**src/rtl/tc_pkg.sv**
```systemverilog
// rtl/tc_pkg.sv - shared record type, FSM states and keep-count helper for the rx meter
package tc_pkg;

  localparam int REC_W    = 64;
  localparam int KEEP_MAX = 128;

  typedef struct packed {
    logic [31:0] gap;
    logic [15:0] len;
    logic [15:0] beats;
  } rec_t;

  typedef enum logic {
    ST_IDLE   = 1'b0,
    ST_IN_PKT = 1'b1
  } state_t;

  // Callers zero-extend their tkeep to KEEP_MAX bits.
  function automatic logic [15:0] popcount(input logic [KEEP_MAX-1:0] v);
    logic [15:0] n;
    n = '0;
    for (int i = 0; i < KEEP_MAX; i++) begin
      n = n + {15'd0, v[i]};
    end
    return n;
  endfunction

endpackage

```
**src/rtl/tc_rec_fifo.sv**
```systemverilog
// rtl/tc_rec_fifo.sv - first-word-fall-through record queue
module tc_rec_fifo
  import tc_pkg::*;
#(
  parameter int DEPTH = 4,
  parameter int WIDTH = REC_W
) (
  input  logic             clk,
  input  logic             rst,
  input  logic             i_push,
  input  logic [WIDTH-1:0] i_data,
  input  logic             i_pop,
  output logic [WIDTH-1:0] o_data,
  output logic             o_empty,
  output logic             o_full
);

  localparam int AW = $clog2(DEPTH);

  logic [AW:0]      r_wptr;
  logic [AW:0]      r_rptr;
  logic [WIDTH-1:0] r_mem [DEPTH];
  logic             w_do_push;
  logic             w_do_pop;

  assign o_empty   = (r_wptr == r_rptr);
  assign o_full    = (r_wptr[AW] != r_rptr[AW]) && (r_wptr[AW-1:0] == r_rptr[AW-1:0]);
  assign w_do_pop  = i_pop & ~o_empty;
  // A pop frees the slot in the same cycle, so a push into a full queue still lands.
  assign w_do_push = i_push & (~o_full | w_do_pop);
  assign o_data    = r_mem[r_rptr[AW-1:0]];

  always_ff @(posedge clk) begin
    if (w_do_push) begin
      r_mem[r_wptr[AW-1:0]] <= i_data;
    end
  end

  always_ff @(posedge clk or posedge rst) begin
    if (rst) begin
      r_wptr <= '0;
      r_rptr <= '0;
    end else begin
      if (w_do_push) r_wptr <= r_wptr + (AW+1)'(1);
      if (w_do_pop)  r_rptr <= r_rptr + (AW+1)'(1);
    end
  end

endmodule

```
**src/rtl/tc_rx_meter.sv**
```systemverilog
// rtl/tc_rx_meter.sv - register-slice pass-through that records gap/len/beats per packet
module tc_rx_meter
  import tc_pkg::*;
#(
  parameter int TDATA_WIDTH = 512,
  parameter int TUSER_WIDTH = 1,
  parameter int REC_DEPTH   = 4
) (
  input  logic                     clk,
  input  logic                     rst,
  input  logic [TDATA_WIDTH-1:0]   s_axis_tdata,
  input  logic [TDATA_WIDTH/8-1:0] s_axis_tkeep,
  input  logic [TUSER_WIDTH-1:0]   s_axis_tuser,
  input  logic                     s_axis_tlast,
  input  logic                     s_axis_tvalid,
  output logic                     s_axis_tready,
  output logic [TDATA_WIDTH-1:0]   m_axis_tdata,
  output logic [TDATA_WIDTH/8-1:0] m_axis_tkeep,
  output logic [TUSER_WIDTH-1:0]   m_axis_tuser,
  output logic                     m_axis_tlast,
  output logic                     m_axis_tvalid,
  input  logic                     m_axis_tready,
  output logic [REC_W-1:0]         rec_tdata,
  output logic                     rec_tvalid,
  input  logic                     rec_tready,
  output logic [31:0]              drop_cnt
);

  localparam int KEEP_W = TDATA_WIDTH / 8;

  state_t              r_state;
  logic [31:0]         r_gap_cnt;
  logic [31:0]         r_sop_gap;
  logic [15:0]         r_len;
  logic [15:0]         r_beats;
  logic                r_first;

  logic                w_fire;
  logic                w_sop;
  logic                w_eop;
  logic [KEEP_MAX-1:0] w_keep_ext;
  logic [15:0]         w_keep_cnt;
  logic [15:0]         w_len_base;
  logic [15:0]         w_beats_base;
  logic [16:0]         w_len_sum;
  logic [15:0]         w_len_next;
  logic [15:0]         w_beats_next;
  logic [31:0]         w_gap;
  rec_t                w_rec;
  logic                w_rec_full;
  logic                w_rec_empty;
  logic                w_rec_pop;
  logic                w_drop;

  assign s_axis_tready = m_axis_tready | ~m_axis_tvalid;
  assign w_fire        = s_axis_tvalid & s_axis_tready;
  assign w_sop         = w_fire & (r_state == ST_IDLE);
  assign w_eop         = w_fire & s_axis_tlast;

  always_ff @(posedge clk or posedge rst) begin
    if (rst) begin
      m_axis_tvalid <= 1'b0;
      m_axis_tdata  <= '0;
      m_axis_tkeep  <= '0;
      m_axis_tuser  <= '0;
      m_axis_tlast  <= 1'b0;
    end else if (w_fire) begin
      m_axis_tvalid <= 1'b1;
      m_axis_tdata  <= s_axis_tdata;
      m_axis_tkeep  <= s_axis_tkeep;
      m_axis_tuser  <= s_axis_tuser;
      m_axis_tlast  <= s_axis_tlast;
    end else if (m_axis_tready) begin
      m_axis_tvalid <= 1'b0;
    end
  end

  always_comb begin
    w_keep_ext               = '0;
    w_keep_ext[KEEP_W-1:0]   = s_axis_tkeep;
  end

  assign w_keep_cnt   = popcount(w_keep_ext);
  // The SOP beat starts a fresh tally rather than adding to the last packet's leftovers.
  assign w_len_base   = w_sop ? 16'd0 : r_len;
  assign w_beats_base = w_sop ? 16'd0 : r_beats;
  assign w_len_sum    = {1'b0, w_len_base} + {1'b0, w_keep_cnt};
  assign w_len_next   = w_len_sum[16] ? 16'hFFFF : w_len_sum[15:0];
  assign w_beats_next = (w_beats_base == 16'hFFFF) ? 16'hFFFF : w_beats_base + 16'd1;
  assign w_gap        = w_sop ? (r_first ? 32'd0 : r_gap_cnt) : r_sop_gap;
  assign w_rec        = {w_gap, w_len_next, w_beats_next};

  always_ff @(posedge clk or posedge rst) begin
    if (rst) begin
      r_state   <= ST_IDLE;
      r_gap_cnt <= '0;
      r_sop_gap <= '0;
      r_len     <= '0;
      r_beats   <= '0;
      r_first   <= 1'b1;
    end else begin
      if (w_eop) begin
        r_gap_cnt <= 32'd1;
      end else if ((r_state == ST_IDLE) && (r_gap_cnt != 32'hFFFF_FFFF)) begin
        r_gap_cnt <= r_gap_cnt + 32'd1;
      end

      if (w_eop) begin
        r_first <= 1'b0;
        r_len   <= '0;
        r_beats <= '0;
      end else if (w_fire) begin
        r_sop_gap <= w_gap;
        r_len     <= w_len_next;
        r_beats   <= w_beats_next;
      end

      case (r_state)
        ST_IDLE:   if (w_fire && !s_axis_tlast) r_state <= ST_IN_PKT;
        ST_IN_PKT: if (w_eop) r_state <= ST_IDLE;
        default:   r_state <= ST_IDLE;
      endcase
    end
  end

  assign rec_tvalid = ~w_rec_empty;
  assign w_rec_pop  = rec_tvalid & rec_tready;
  assign w_drop     = w_eop & w_rec_full & ~w_rec_pop;

  tc_rec_fifo #(
    .DEPTH (REC_DEPTH),
    .WIDTH (REC_W)
  ) u_rec_fifo (
    .clk     (clk),
    .rst     (rst),
    .i_push  (w_eop),
    .i_data  (w_rec),
    .i_pop   (w_rec_pop),
    .o_data  (rec_tdata),
    .o_empty (w_rec_empty),
    .o_full  (w_rec_full)
  );

  always_ff @(posedge clk or posedge rst) begin
    if (rst) begin
      drop_cnt <= '0;
    end else if (w_drop && (drop_cnt != 32'hFFFF_FFFF)) begin
      drop_cnt <= drop_cnt + 32'd1;
    end
  end

endmodule

```
**config.mk**
```make
export PLATFORM = sky130hd
export DESIGN_NAME = tc_rx_meter
export DESIGN_NICKNAME = d
export VERILOG_FILES = /design/src/rtl/tc_pkg.sv /design/src/rtl/tc_rec_fifo.sv /design/src/rtl/tc_rx_meter.sv
export SDC_FILE = /design/constraint.sdc
export NUM_CORES = 2
export LEC_CHECK = 0
export ABC_AREA = 0
export BUFFER_PORTS_ARGS = -buffer_cell sky130_fd_sc_hd__clkbuf_2
export CAP_MARGIN = 20
export CORE_AREA = 5 5 485 487
export DETAILED_ROUTE_END_ITERATION = 8
export DIE_AREA = 0 0 490 492
export PLACE_DENSITY = 0.42
export SETUP_SLACK_MARGIN = 0.3
export SYNTH_ARGS = -nofsm -noshare
export SYNTH_HDL_FRONTEND = slang
export SYNTH_SLANG_ARGS = --single-unit
```
**constraint.sdc**
```tcl
create_clock -name clk -period 74.3 [get_ports clk]
set_input_delay 11.145 -clock clk [delete_from_list [all_inputs] [get_ports clk]]
set_output_delay 11.145 -clock clk [all_outputs]
set_load 0.1 [all_outputs]
```
After elaboration in Yosys (flattened, before gate mapping)
Memory sizes are Yosys's and may differ from the RTL's. Cells that the tools add are included.

Order comparisons: 0. Shift-type cells: 0. Multipliers: 0. Equality and inequality tests: 6. Muxes and demuxes: 19. $add $sub $neg: 69. Div/mod/pow operators: 0. Bitwise logic cells: 16. Reduce and logical (&&, ||, !) cells: 9.

Operators with widths (count): 16-bit by 1-bit adder with 16-bit output (48); 16-bit two-way mux (8); 32-bit two-way mux (4); 32-bit by 1-bit adder with 32-bit output, second input constant (2); 32-bit inequality test, second input constant (2); 16-bit by 16-bit adder with 17-bit output (1); 15-bit by 1-bit adder with 16-bit output (1); 16-bit by 1-bit adder with 16-bit output, second input constant (1); 16-bit equality test, second input constant (1); 14-bit by 1-bit adder with 15-bit output (1); 13-bit by 1-bit adder with 14-bit output (1); 12-bit by 1-bit adder with 13-bit output (1); 11-bit by 1-bit adder with 12-bit output (1); 10-bit by 1-bit adder with 11-bit output (1); 9-bit by 1-bit adder with 10-bit output (1); 8-bit by 1-bit adder with 9-bit output (1); 7-bit by 1-bit adder with 8-bit output (1); 1-bit AND (8); 6-bit by 1-bit adder with 7-bit output (1); 3-bit by 1-bit adder with 3-bit output, second input constant (2); 5-bit by 1-bit adder with 6-bit output (1); 1-bit two-way mux (6); 1-bit NOT (6); 2-bit nonzero test (3); 12 further kinds (16).

Bits in latches: 0. Output and inout bits: 677. ROM bits: 0. Bits of input ports: 583. Memory bits (writable): 256. Register bits: 715. Memories kept: 1. Logic and storage cells: 134.

Memories: u_rec_fifo.r_mem (depth 4, bits a word 64, rd ports 1, clocked after Yosys merged registers in 0, write ports 1, line tc_rec_fifo.sv:22) `logic [WIDTH-1:0] r_mem [DEPTH];`.

Depth between registers and ports, before layout
Word-level depth: 67. Gate-level depth with buffers: 25. Depth with buffers taken out: 22.

By module
Synthesis repeated with hierarchy kept, for this count alone.

Cell total of the unflattened synthesis: 3764. Area total of the unflattened synthesis: 40277.4 µm².

Modules (own cells, without submodules): tc_rx_meter (cells an instance 3394, instances 1, area each 30641.9 µm²); tc_rec_fifo (cells an instance 370, instances 1, area each 9635.5 µm²).

Worst setup path before layout
No wires, ideal clock.

Path kind: in2out. Start: input port m_axis_tready. End: output port s_axis_tready. Data required time: 63.155 ns. Path slack: 51.592 ns. Buffers on the path: 0. Cell stages on the path: 2. Arrival: 11.563 ns. Path through: nor2b_4 -> inv_2.

Longest elaborated chain between the ends: 1.

RTL lines: from (decl) (line tc_rx_meter.sv:22) `input logic m_axis_tready,`; 1-bit OR (line tc_rx_meter.sv:55) `assign s_axis_tready = m_axis_tready | ~m_axis_tvalid;`; to (decl) (line tc_rx_meter.sv:16) `output logic s_axis_tready,`.

Every way passes these cells.

Worst setup path after layout
Same ends and word-level chain as after synthesis.

==> flow_metrics.tcl <==
set metrics [dict create \
    status "finished clean" \
    h-tree-depth 3 \
    synth_commonest_cells "nand2_1, dfrtp_1, edfxtp_1" \
    cts-resized-gates 0 \
    setup_violations 0 \
    required_ns 63.16 \
    slew_headroom_pct 23.9 \
    dpl.cell_count 7994 \
    final_cells 8251 \
    syn_nets 4520 \
    design_area_mm2 0.0543 \
    p_comb_share_pct 47.9 \
    grt_pass1_wl_um 324000 \
    cap_violations 0 \
    multi_input_area_mm2 0.0137 \
    critPathArrivalTime_ns 12.00 \
    routed_wl_um 245000 \
    ys.warnings.count 0 \
    clkTransAtPathRegs_ns 0.06 \
    internal_power_uw 1350 \
    worst_setup_path_start_kind "primary input" \
    power_switching_uw 1270 \
    grt_usage_pct 19.8 \
    synth-seq-cells 971 \
    die_y_um 492 \
    r2r_slack_ns 66.55 \
    cp_max_fo 7 \
    rsz0062_at_grt "false" \
    die_w_um 490 \
    clock_power_share_pct 23.4 \
    ys_types 71 \
    drt_iter0_drc 2350 \
    cts_tree "yes" \
    start_util_pct 17.5 \
    dpl_cell_area_mm2 0.0501 \
    wl_per_cell_um 29.7 \
    nets 5749 \
    period_share_pct 31.2 \
    cts_sinks 971 \
    synth_edf_count 256 \
    synthFlopType "dfrtp_1" \
    syn_area_mm2 0.0404 \
    max_freq_ghz 0.0432 \
    synth.avg_cell_area_um2 10.5 \
    core_area_mm2 0.231 \
    route.detailed.drc 0 \
    power.density_mw_per_mm2 48.2 \
    seq_area_mm2 0.0256 \
    p_seq_share_pct 28.7 \
    worstMarginPinSlew_ns 1.14 \
    cts_max_path_buffers 3 \
    final_layout_size_suffix_gt1_share_pct 30.7 \
    rows 177 \
    slew_viol_final 0 \
    synth_top_area_share_pct 44.2 \
    grt_max_degree 206 \
    syn_to_final_growth_pct 34.3 \
    cts_setup_buffers 0 \
    io_pins 1260 \
    place.gp.congestion 0.888 \
    p_leak_uw 0.0270 \
    fin_skew_ns 0.0664 \
    clock_latency_ns 0.79 \
    cts_buffers 121 \
    grt_pass1_vias 34300 \
    ir_drop_mv 0.0888 \
    grt_antenna_before_repair 136 \
    ant_nets 0 \
    dieArea_mm2 0.241 \
    dr.pass1.iters 7 \
    vias_per_cell 4.05 \
    num_vias 33400 \
    switching_share_pct 48.4 \
    synthArstFlopShare_pct 73.6 \
    end_kind "output port" \
    hold_class "flop to flop" \
    port-buffer-count 1259 \
    setup_tns_ns 0 \
    synthCells 3846 \
    ctsRootBufferMaster "clkbuf_16" \
    dp_hpwl_um 199000 \
    finalHoldViolations 0 \
    yosys.area.top_type "dfrtp_1" \
    nFillCells 25300 \
    path_class "primary input to output port" \
    ctsHoldBuffers 0 \
    yosysMostFrequentCell "nand2_1" \
    seq_area_frac_synth_pct 63.3 \
    grt.overflow.total 0 \
    synthTopCellsByArea "dfrtp_1, edfxtp_1, nand2_1" \
    fin_crit_ns 23.14 \
]
[power groups by stage]
stage | combinational, µW | clock (µW) | sequential, µW
after floorplan | 646 | 0 | 1050
after global placement | 1250 | 0 | 758
after detailed placement | 1260 | 0 | 760
after CTS | 1270 | 634 | 752
after global routing | 1340 | 652 | 760
final | 1250 | 612 | 751
[cells by family after synthesis]
logic type | after synthesis | synth area share, %
muxes | 74 | 3.82
DFF | 971 | 63.3
xor gates and xnor gates | 83 | 1.80
buffers and inverters | 289 | 2.79
AOI/OAI and AO/OA | 167 | 2.69
adders and majority gates | 91 | 3.86
and+or+nand+nor | 2171 | 21.7
[metal layers]
metal | vias to the layer above | routed length, µm | track usage (%)
li1 | 14900 | - | -
met1 | 16900 | 89900 | 22.0
met2 | 1243 | 120000 | 34.0
met3 | 369 | 27000 | 8.82
met4 | 34 | 8680 | 5.90
met5 | - | 214 | 0
[layout by cell type (no fill, tap or decap), types with 17 or more instances in the layout]
cell type	synthesis	final
buf_4	3	32
clkinv_2	0	19
nand2_1	1906	1904
mux4_2	64	64
o21ai_0	62	62
and2_1	22	17
nand3b_1	30	30
a21oi_1	34	34
clkbuf_1	153	35
inv_1	97	96
xor2_1	28	28
nor2_1	59	57
nand3_1	37	37
xnor2_1	55	55
clkbuf_2	1	1259
clkbuf_8	0	17
fa_1	56	56
diode_2	0	31
clkbuf_16	0	121
dfrtp_1	714	712
nand4_1	24	24
edfxtp_1	256	256
ha_1	35	35
nor3_1	20	20
and3_1	21	21
[cell type report]
cell class	instances	area share, %
clock inverters	52	1.23
multi-input cells	2586	25.3
clock buffers	173	6.25
inverters	99	0.698
diodes	31	0.143
well taps	3043	7.01
flip-flops and latches	971	47.1
repair buffers	1296	12.2
[flip-flops by register name, summed over array words and instances (netlist names), named ones only]
register / count
u_rec_fifo.r_mem: 256
u_rec_fifo.r_rptr: 3
drop_cnt: 32
m_axis_tdata: 512
r_beats: 16
m_axis_tkeep: 64
r_sop_gap: 32
m_axis_tvalid: 1
m_axis_tuser: 1
r_first: 1
r_gap_cnt: 32
m_axis_tlast: 1
u_rec_fifo.r_wptr: 3
r_len: 16
[worst paths after layout]
kind                                        from                 to  depth (start not counted)
worst max register to register              flop           r_len[5]                         19
worst max-delay path               m_axis_tready      s_axis_tready                          4
worst min-delay path            m_axis_tdata[24]   m_axis_tdata[24]                          2
worst min register to register  m_axis_tdata[24]   m_axis_tdata[24]                          2
max in group asynchronous                    rst  m_axis_tdata[255]                          6
min in group asynchronous                    rst  m_axis_tdata[205]                          2
[per-stage QoR]
step           setup WS [ns]  total power (µW)  hold WS, ns  util (%)
4_1_cts                51.14              2650        0.476      23.5
3_3_place_gp           51.16              2010        0.457      21.7
3_5_place_dp           51.14              2020        0.461      21.7
2_1_floorplan          43.10              1700        0.446         -
6_report               51.16              2620        0.472      23.5
5_1_grt                51.10              2750        0.489      23.5
[critical path, stage by stage]
cell	delay (ns)
clkbuf_2	0.10
nor2b_4	0.23
inv_2	0.13
clkbuf_2	0.39
Note: power is estimated with default switching activity, not from simulation.
